File: src/rtl/retospect_cfg_loader.sv
// Byte-fed loader for the configuration shift chain.
// It also reads back the previous chain contents and pulses reset_nn once the load is complete.
module retospect_cfg_loader #(
    parameter int unsigned CHAIN_LEN = 498,
    parameter int unsigned NN_CYCLES = 2
) (
    input  logic       clk,
    input  logic       rst_n,
    input  logic       start,
    input  logic [7:0] byte_in,
    input  logic       byte_valid,
    output logic       byte_ready,
    output logic       config_en,
    output logic       chain_bs_in,
    input  logic       chain_bs_out,
    output logic       reset_nn,
    output logic [7:0] rb_data,
    output logic       rb_valid,
    output logic       busy,
    output logic       done
);

    localparam int unsigned CNT_W   = $clog2(CHAIN_LEN + 1);
    localparam int unsigned NN_W    = (NN_CYCLES > 1) ? $clog2(NN_CYCLES) : 1;
    localparam int unsigned NN_LAST = (NN_CYCLES > 0) ? NN_CYCLES - 1 : 0;

    typedef enum logic [2:0] {
        S_IDLE,
        S_WAIT,
        S_SHIFT,
        S_NN,
        S_DONE
    } state_e;

    state_e           state_q, state_d;
    logic [CNT_W-1:0] bit_cnt_q, bit_cnt_d, cnt_inc;
    logic [2:0]       sub_q, sub_d;
    logic [7:0]       sreg_q, sreg_d;
    logic [NN_W-1:0]  nn_cnt_q, nn_cnt_d;
    logic [7:0]       rb_acc_q, rb_acc_d, acc_next;
    logic [7:0]       rb_data_q, rb_data_d;
    logic             rb_valid_q, rb_valid_d;
    logic             last_bit;

    logic byte_ready_q, config_en_q, chain_bs_in_q, reset_nn_q, busy_q, done_q;
    logic byte_ready_d, config_en_d, chain_bs_in_d, reset_nn_d, busy_d, done_d;

    assign cnt_inc  = bit_cnt_q + CNT_W'(1);
    assign last_bit = (cnt_inc == CNT_W'(CHAIN_LEN));

    // Next-state, datapath and output decode; outputs are decoded from the next state and registered
    always_comb begin
        state_d    = state_q;
        bit_cnt_d  = bit_cnt_q;
        sub_d      = sub_q;
        sreg_d     = sreg_q;
        nn_cnt_d   = nn_cnt_q;
        rb_acc_d   = rb_acc_q;
        rb_data_d  = rb_data_q;
        rb_valid_d = 1'b0;
        acc_next   = rb_acc_q;

        case (state_q)
            S_IDLE, S_DONE: begin
                if (start) begin
                    state_d   = S_WAIT;
                    bit_cnt_d = '0;
                end
            end
            S_WAIT: begin
                if (byte_valid) begin
                    sreg_d  = byte_in;
                    sub_d   = 3'd0;
                    state_d = S_SHIFT;
                end
            end
            S_SHIFT: begin
                sreg_d    = {1'b0, sreg_q[7:1]};
                bit_cnt_d = cnt_inc;
                sub_d     = sub_q + 3'd1;
                // Readback bits land at their in-group position so a short final group is zero-padded
                acc_next        = (sub_q == 3'd0) ? 8'h00 : rb_acc_q;
                acc_next[sub_q] = chain_bs_out;
                rb_acc_d        = acc_next;
                if (last_bit || sub_q == 3'd7) begin
                    rb_data_d  = acc_next;
                    rb_valid_d = 1'b1;
                end
                if (last_bit) begin
                    state_d  = S_NN;
                    nn_cnt_d = '0;
                end else if (sub_q == 3'd7) begin
                    state_d = S_WAIT;
                end
            end
            S_NN: begin
                if (nn_cnt_q == NN_W'(NN_LAST)) begin
                    state_d = S_DONE;
                end else begin
                    nn_cnt_d = nn_cnt_q + NN_W'(1);
                end
            end
            default: state_d = S_IDLE;
        endcase

        byte_ready_d  = (state_d == S_WAIT);
        config_en_d   = (state_d == S_SHIFT);
        chain_bs_in_d = (state_d == S_SHIFT) & sreg_d[0];
        reset_nn_d    = (state_d == S_NN);
        busy_d        = (state_d == S_WAIT) || (state_d == S_SHIFT) || (state_d == S_NN);
        done_d        = (state_d == S_DONE);
    end

    always_ff @(posedge clk or negedge rst_n) begin
        if (!rst_n) begin
            state_q       <= S_IDLE;
            bit_cnt_q     <= '0;
            sub_q         <= 3'd0;
            sreg_q        <= 8'h00;
            nn_cnt_q      <= '0;
            rb_acc_q      <= 8'h00;
            rb_data_q     <= 8'h00;
            rb_valid_q    <= 1'b0;
            byte_ready_q  <= 1'b0;
            config_en_q   <= 1'b0;
            chain_bs_in_q <= 1'b0;
            reset_nn_q    <= 1'b0;
            busy_q        <= 1'b0;
            done_q        <= 1'b0;
        end else begin
            state_q       <= state_d;
            bit_cnt_q     <= bit_cnt_d;
            sub_q         <= sub_d;
            sreg_q        <= sreg_d;
            nn_cnt_q      <= nn_cnt_d;
            rb_acc_q      <= rb_acc_d;
            rb_data_q     <= rb_data_d;
            rb_valid_q    <= rb_valid_d;
            byte_ready_q  <= byte_ready_d;
            config_en_q   <= config_en_d;
            chain_bs_in_q <= chain_bs_in_d;
            reset_nn_q    <= reset_nn_d;
            busy_q        <= busy_d;
            done_q        <= done_d;
        end
    end

    assign byte_ready  = byte_ready_q;
    assign config_en   = config_en_q;
    assign chain_bs_in = chain_bs_in_q;
    assign reset_nn    = reset_nn_q;
    assign rb_data     = rb_data_q;
    assign rb_valid    = rb_valid_q;
    assign busy        = busy_q;
    assign done        = done_q;

endmodule
File: config.mk
export PLATFORM = sky130hd
export DESIGN_NAME = retospect_cfg_loader
export DESIGN_NICKNAME = d
export VERILOG_FILES = /design/src/rtl/retospect_cfg_loader.sv
export SDC_FILE = /design/constraint.sdc
export NUM_CORES = 1
export LEC_CHECK = 0
export BUFFER_PORTS_ARGS = -buffer_cell sky130_fd_sc_hd__clkbuf_2
export CORE_MARGIN = 5
export CORE_UTILIZATION = 50
export DETAILED_ROUTE_END_ITERATION = 6
export PLACE_DENSITY = 0.7
export SLEW_MARGIN = 20
export SYNTH_ARGS = -nofsm -noshare
export SYNTH_HDL_FRONTEND = slang
export SYNTH_SLANG_ARGS = --single-unit
File: constraint.sdc
create_clock -name clk -period 4.2 [get_ports clk]
set_clock_uncertainty 0.15 [all_clocks]
set_input_delay 0.21 -clock clk [delete_from_list [all_inputs] [get_ports clk]]
set_output_delay 0.21 -clock clk [all_outputs]
set_load 0.05 [all_outputs]
==> results of run 1 <==
## state kept, by name, summed over array words and instances, names as in the netlist
signal and flops:
bit_cnt_q 9, rb_acc_q 8, rb_data 8, sreg_q 8, state_q 3, sub_q 3, busy 1, byte_ready 1
chain_bs_in 1, config_en 1, done 1, nn_cnt_q 1, rb_valid 1, reset_nn 1
## through the flow
| step | std cells | total power, mW | worst slack [ns] | instance area [µm²] |
|---|---|---|---|---|
| 3_3_place_gp | 304 | 1.36 | 1.91 | 2480 |
| 5_1_grt | 318 | 1.75 | 1.63 | 2640 |
| 6_report | 318 | 1.62 | 1.81 | 2640 |
| 4_1_cts | 318 | 1.63 | 1.81 | 2630 |
| 2_1_floorplan | 238 | 1.22 | 2.15 | 2350 |
| 3_5_place_dp | 304 | 1.37 | 1.82 | 2480 |
## worst reg2reg max path, stage by stage, from the launching register on
cell and delay [ns]:
dfrtp_1 0.54, nor3b_2 0.22, buf_4 0.28, and3_1 0.21
o2111ai_2 0.19, o21ai_4 0.32, mux2_2 0.37
## cells in the final DEF (no fill, tap or decap), drive strengths merged, types with 3 or more instances in the layout
cell type / n
dfrtp: 47
clkbuf: 33
nand2: 25
o21ai: 22
inv: 16
nor2: 14
a21oi: 14
dlygate4sd3: 8
nand2b: 7
a222oi: 7
mux2: 6
a21o: 5
a22oi: 5
ha: 5
nand3: 4
nand4: 3
xnor2: 3
o41ai: 3
o31ai: 3
a22o: 3
## worst paths after layout
kind,endpoint,slack [ns]
max,rb_data[3],1.81
min,sreg_q[3],-0.0007
max reg2reg,rb_data[3],1.81
min reg2reg,rb_acc_q[3],0.33
max in group asynchronous,rb_acc_q[6],3.13
min in group asynchronous,bit_cnt_q[3],0.38
## cells in the mapped netlist (all sizes together) (2+ instances only)
library cell   n
a21o           5
a21oi         14
a222oi         7
a22o           3
a22oi          5
a31oi          2
and2           2
buf            8
clkbuf         9
dfrtp         47
ha             5
inv           16
mux2           6
nand2         25
nand2b         7
nand3          4
nand4          3
nor2          14
nor3           2
nor4           2
o21ai         22
o22ai          2
o31ai          3
o41ai          3
xnor2          3
xor2           2
## final cells by class
type | count | area, µm² | share of cell area
inverters | 16 | 60.1 | 0.0227
well taps | 54 | 67.6 | 0.0256
clock buffers | 6 | 72.6 | 0.0275
flip-flops and latches | 47 | 1180 | 0.445
repair buffers | 37 | 230 | 0.0872
multi-input cells | 158 | 1030 | 0.391
## per-layer routing
metal,global-route usage,vias up
li1,-,902
met1,0.230,852
met2,0.258,41
met3,0.0367,8
met4,0.0577,0
met5,0,-
## kinds of logic (layout without fill, tap and decap cells)
logic type,count (synthesis),in the layout,share of synthesized area
and+or+nand+nor,68,68,0.145
DFF,47,47,0.499
adders and majority gates,5,5,0.0266
muxes,6,6,0.0287
AOI/OAI and AO/OA,74,74,0.218
buffers and inverters,33,59,0.0643
xor gates and xnor gates,5,5,0.0186
## repair_timing
item / 4_1_cts / 5_1_grt
hold buffers: 8 / 0
resized for setup: 0 / 0
endpoints found under the hold margin: 55 / 0
## power breakdown
group / switching [mW] / internal, mW / total (mW)
clock: 0.145 / 0.111 / 0.256
sequential: 0.129 / 0.587 / 0.716
combinational: 0.419 / 0.230 / 0.649
==> flow_metrics.py, run 1 <==
metrics = {
    "run_status": {
        "status": "finished with violations",
        "violations": "negative hold slack",
    },
    "grt": {
        "grt_usage": 0.167,
        "grt_pass1_wl_um": 8220,
        "antenna_found_initial": 0,
        "overflow": 0,
        "grt_max_degree": 48,
        "grt_pass1_vias": 1771,
    },
    "detailed_routing": {
        "ant_nets": 0,
        "drcViolationCount": 0,
        "wl_met1_um": 2170,
        "routed_wl_um": 4610,
        "met3_length_um": 233,
        "dr.first_iter.drc_count": 84,
        "firstDrtPassIters": 6,
        "met2RoutedLength_um": 2140,
        "wl_per_cell_um": 14.5,
        "vias_per_cell": 5.67,
        "top_layer": "met4",
        "vias": 1803,
    },
    "yosys": {
        "syn_area_per_cell_um2": 9.89,
        "synth_cell_types": 47,
        "ys_ff_latch": 47,
        "netlist_area_um2": 2350,
        "synth_edf_count": 0,
        "synth_top_area_cell": "dfrtp_1",
        "async_flop_share": 1.00,
        "yosys.area.top_type_share": 0.499,
        "synth_flop_cell": "dfrtp_1",
        "synth_cells": 238,
        "yosysWarnings": 0,
        "syn_nets": 256,
        "yosysSeqAreaShare": 0.499,
        "synthTopCellsByArea": "dfrtp_1, o21ai_0, nand2_1",
    },
    "run": {
        "maxCapViolCount": 0,
    },
    "timing": {
        "setup_violations": 0,
        "post-route-period-util": 0.569,
        "rsz0062_at_grt": "false",
        "relSlewSlack": 0.451,
        "fmax_mhz": 418,
        "worstMarginPinSlew_ns": 0.812,
        "min_period_ns": 2.39,
        "fin_setup_tns_ns": 0,
        "hold-worst-slack_ns": -0.000681,
        "hold_viol": 1,
        "slew_violations": 0,
    },
    "power_and_ir_drop": {
        "p_leak_nw": 1.21,
        "peakVddDrop_uv": 326,
        "cellPowerDensity_nw_per_um2": 614,
    },
    "worst_hold_path": {
        "hold_path_class": "in2reg",
        "whs_path_depth": 3,
        "min-delay-start": "byte_in[3]",
    },
    "cells_and_area": {
        "fillers": 408,
        "layout.nets": 283,
        "finalCoreUtilization": 0.566,
        "drive_above_1_share": 0.178,
        "num_antenna_cells": 0,
        "syn2layout_area_growth_pct": 12.1,
    },
    "floorplanning": {
        "start_util": 0.505,
        "rows": 25,
        "die_area_um2": 6180,
        "pin_count": 28,
        "die_h_um": 78.6,
        "die_w_um": 78.6,
        "core-area_um2": 4660,
    },
    "clocking": {
        "clk_path_buf_depth": 2,
        "cts_made_buffers": 5,
        "clock_latency_ns": 0.30,
        "root_buffer": "clkbuf_8",
        "cts_tree": "done",
        "cts_setup_buffers": 0,
        "clkSlewWorstSetupHoldPaths_ns": 0.08,
        "htreeDepth": 2,
        "cts.sinks": 47,
    },
    "critical_path": {
        "critPathMaxFanout": 23,
        "critical_path_class": "reg2reg",
        "critical_path_cell_count": 6,
        "worstPathCellList": "nor3b_2, buf_4, and3_1, o2111ai_2, o21ai_4, mux2_2",
        "critPathTopFamily": "flip-flops",
        "cp_slowest_stage_delay_ns": 0.54,
        "slowest_stage": "dfrtp_1",
        "startpoint_type": "register",
        "path_buf_inv": 1,
        "critical_path_arrival_ns": 2.43,
        "endpoint_kind": "register",
        "rr_startpoint": "state_q[1]",
        "critPathRequiredTime_ns": 4.24,
        "r2r_cells": 6,
        "crit_path_start": "state_q[1]",
    },
    "placement": {
        "gp_congestion": 0.854,
        "hpwlAfterDp_um": 3120,
        "portBuffers": 27,
    },
}
Note: power is estimated with default switching activity, not from simulation.
==> run 2: changes to the inputs <==
--- a/config.mk
+++ b/config.mk
@@ -9,7 +9,7 @@
 export CORE_MARGIN = 5
 export CORE_UTILIZATION = 50
 export DETAILED_ROUTE_END_ITERATION = 6
-export PLACE_DENSITY = 0.7
+export PLACE_DENSITY = 0.73
 export SLEW_MARGIN = 20
 export SYNTH_ARGS = -nofsm -noshare
 export SYNTH_HDL_FRONTEND = slang
==> constraint.sdc (replaced) <==
create_clock -name clk -period 2.09 [get_ports clk]
set_clock_uncertainty 0.15 [all_clocks]
set_input_delay 0.1045 -clock clk [delete_from_list [all_inputs] [get_ports clk]]
set_output_delay 0.1045 -clock clk [all_outputs]
set_load 0.05 [all_outputs]
==> flow_metrics.py, run 2 (same netlist as run 1, synthesis figures left out) <==
metrics = {
    "detailed_routing": {
        "dr.first_iter.drc_count": 165,
        "vias_per_cell": 5.73,
        "firstDrtPassIters": 7,
        "routed_wl_um": 5220,
        "drcViolationCount": 0,
        "wl_per_cell_um": 15.2,
        "ant_nets": 0,
        "vias": 1972,
    },
    "cells_and_area": {
        "final_cell_area_um2": 2970,
        "largest_reg_flops": 9,
        "mostFrequentLayoutCells": "dfrtp_1, clkbuf_2, nand2_1",
        "finalCoreUtilization": 0.636,
        "drive_above_1_share": 0.279,
        "num_antenna_cells": 0,
        "layout.nets": 307,
        "final_common_cell": "dfrtp_1",
        "top_register": "bit_cnt_q",
        "syn2layout_area_growth_pct": 25.9,
    },
    "power_and_ir_drop": {
        "comb_power_share": 0.423,
        "switching_share": 0.397,
        "power.total_mw": 3.70,
        "peakVddDrop_uv": 735,
        "p_seq_frac": 0.362,
        "power_frac_clock": 0.214,
        "cellPowerDensity_nw_per_um2": 1250,
        "net-switching-power_mw": 1.47,
        "p_int_mw": 2.23,
        "p_leak_nw": 1.36,
    },
    "grt": {
        "grt_pass1_wl_um": 8890,
        "grt_max_degree": 48,
        "overflow": 0,
        "antenna_found_initial": 0,
        "grt_pass1_vias": 1899,
        "grt_usage": 0.180,
    },
    "clocking": {
        "cts_tree": "done",
        "clkSlewWorstSetupHoldPaths_ns": 0.09,
        "root_buffer": "clkbuf_8",
        "cts.sinks": 47,
        "cts_made_buffers": 5,
        "htreeDepth": 2,
        "clk_path_buf_depth": 2,
        "clock_latency_ns": 0.31,
    },
    "floorplanning": {
        "core-area_um2": 4660,
        "pin_count": 28,
        "die_area_um2": 6180,
        "die_h_um": 78.6,
        "rows": 25,
        "die_w_um": 78.6,
        "start_util": 0.505,
    },
    "placement": {
        "gp_congestion": 0.837,
        "portBuffers": 27,
        "place_area_um2": 2620,
        "hpwlAfterDp_um": 3470,
        "dp_slack_ns": -0.00294,
    },
    "timing": {
        "slew_violations": 0,
        "hold_viol": 0,
        "min_period_ns": 2.03,
        "post-route-period-util": 0.970,
        "relSlewSlack": 0.608,
        "layout_setup_ws_ns": 0.0622,
        "worstMarginPinSlew_ns": 0.588,
        "setup_violations": 0,
        "fmax_mhz": 493,
        "fin_setup_tns_ns": 0,
        "rsz0062_at_grt": "true",
    },
    "critical_path": {
        "path_buf_inv": 1,
        "critPathTopFamily": "simple AND/OR/NAND/NOR gates",
        "slowest_stage": "dfrtp_1",
        "critPathMaxFanout": 5,
        "startpoint_type": "register",
        "critical_path_class": "reg2reg",
        "cp_slowest_stage_delay_ns": 0.42,
        "critical_path_arrival_ns": 2.07,
        "endpoint_kind": "register",
        "worstPathCellList": "buf_4, and2_4, nor4_4, a211oi_4, o21ai_4, mux2_2",
        "critPathRequiredTime_ns": 2.13,
    },
    "run_status": {
        "status": "finished, final reports clean",
    },
    "worst_hold_path": {
        "hold_path_class": "in2reg",
    },
    "run": {
        "maxCapViolCount": 0,
    },
}
[run 2: changes by cell type in the layout (fill, tap and decap cells not counted), moves of 2 or more]
cell	previous run	this run
bufinv_16	0	2
dfrtp_2	0	2
nor4_1	2	0
dfrtp_1	47	45
dlygate4sd3_1	8	10
buf_4	2	24
[run 2: cell type report]
| cell class | instances | area, µm² |
|---|---|---|
| Timing Repair Buffer | 61 | 415 |
| Clock inverter | 2 | 60.1 |
| Multi-Input combinational cell | 158 | 1110 |
| Sequential cell | 47 | 1180 |
| Inverter | 16 | 60.1 |
| Fill cell | 372 | 1700 |
| Tap cell | 54 | 67.6 |
| Clock buffer | 6 | 72.6 |
[run 2: repair_timing]
action                                 4_1_cts  5_1_grt
hold buffers                                10        0
pin swaps                                    1        6
resized for setup                            1       18
endpoints found under the hold margin       57        0
gates cloned                                 0        0
setup endpoints to repair                    7       15
setup buffers                                0        4
[run 2: path summary, 6_finish.rpt]
path	start	to	slack (ns)	cells past startpoint
hold reg to reg	rb_acc_q[3]	rb_acc_q[3]	0.34	2
setup / recovery	bit_cnt_q[1]	rb_data[3]	0.06	6
hold / removal	chain_bs_out	rb_acc_q[4]	0.14	3
max in group asynchronous	rst_n	bit_cnt_q[2]	1.11	3
setup reg to reg	bit_cnt_q[1]	rb_data[3]	0.06	6
min in group asynchronous	rst_n	bit_cnt_q[8]	0.27	3
[run 2: per-stage QoR]
stage | std cells | hold WS [ns]
floorplan | 238 | -0.341
global placement | 322 | 0.0844
detailed placement | 322 | 0.0882
CTS | 340 | 0.0964
global route | 344 | 0.147
finish | 344 | 0.141
[run 2: per-layer routing]
metal	global-route usage	routed length, µm	part of all wire
met5	0	0	0
met4	0.0542	56	0.011
met3	0.0436	242	0.046
met2	0.302	2660	0.51
met1	0.230	2260	0.43
[run 2: power groups by stage]
stage | Combinational [mW] | Sequential (mW) | Clock, mW
finish | 1.57 | 1.34 | 0.793
global route | 1.74 | 1.37 | 0.839
CTS | 1.56 | 1.33 | 0.802
detailed placement | 1.54 | 1.35 | 0
global placement | 1.51 | 1.34 | 0
floorplan | 0.850 | 1.59 | 0
[run 2: tightest hold or removal path: cells and delay by family]
kind | cells | cell delay, ns
buffers and inverters | 1 | 0.13
AO/OA/AOI/OAI | 2 | 0.32
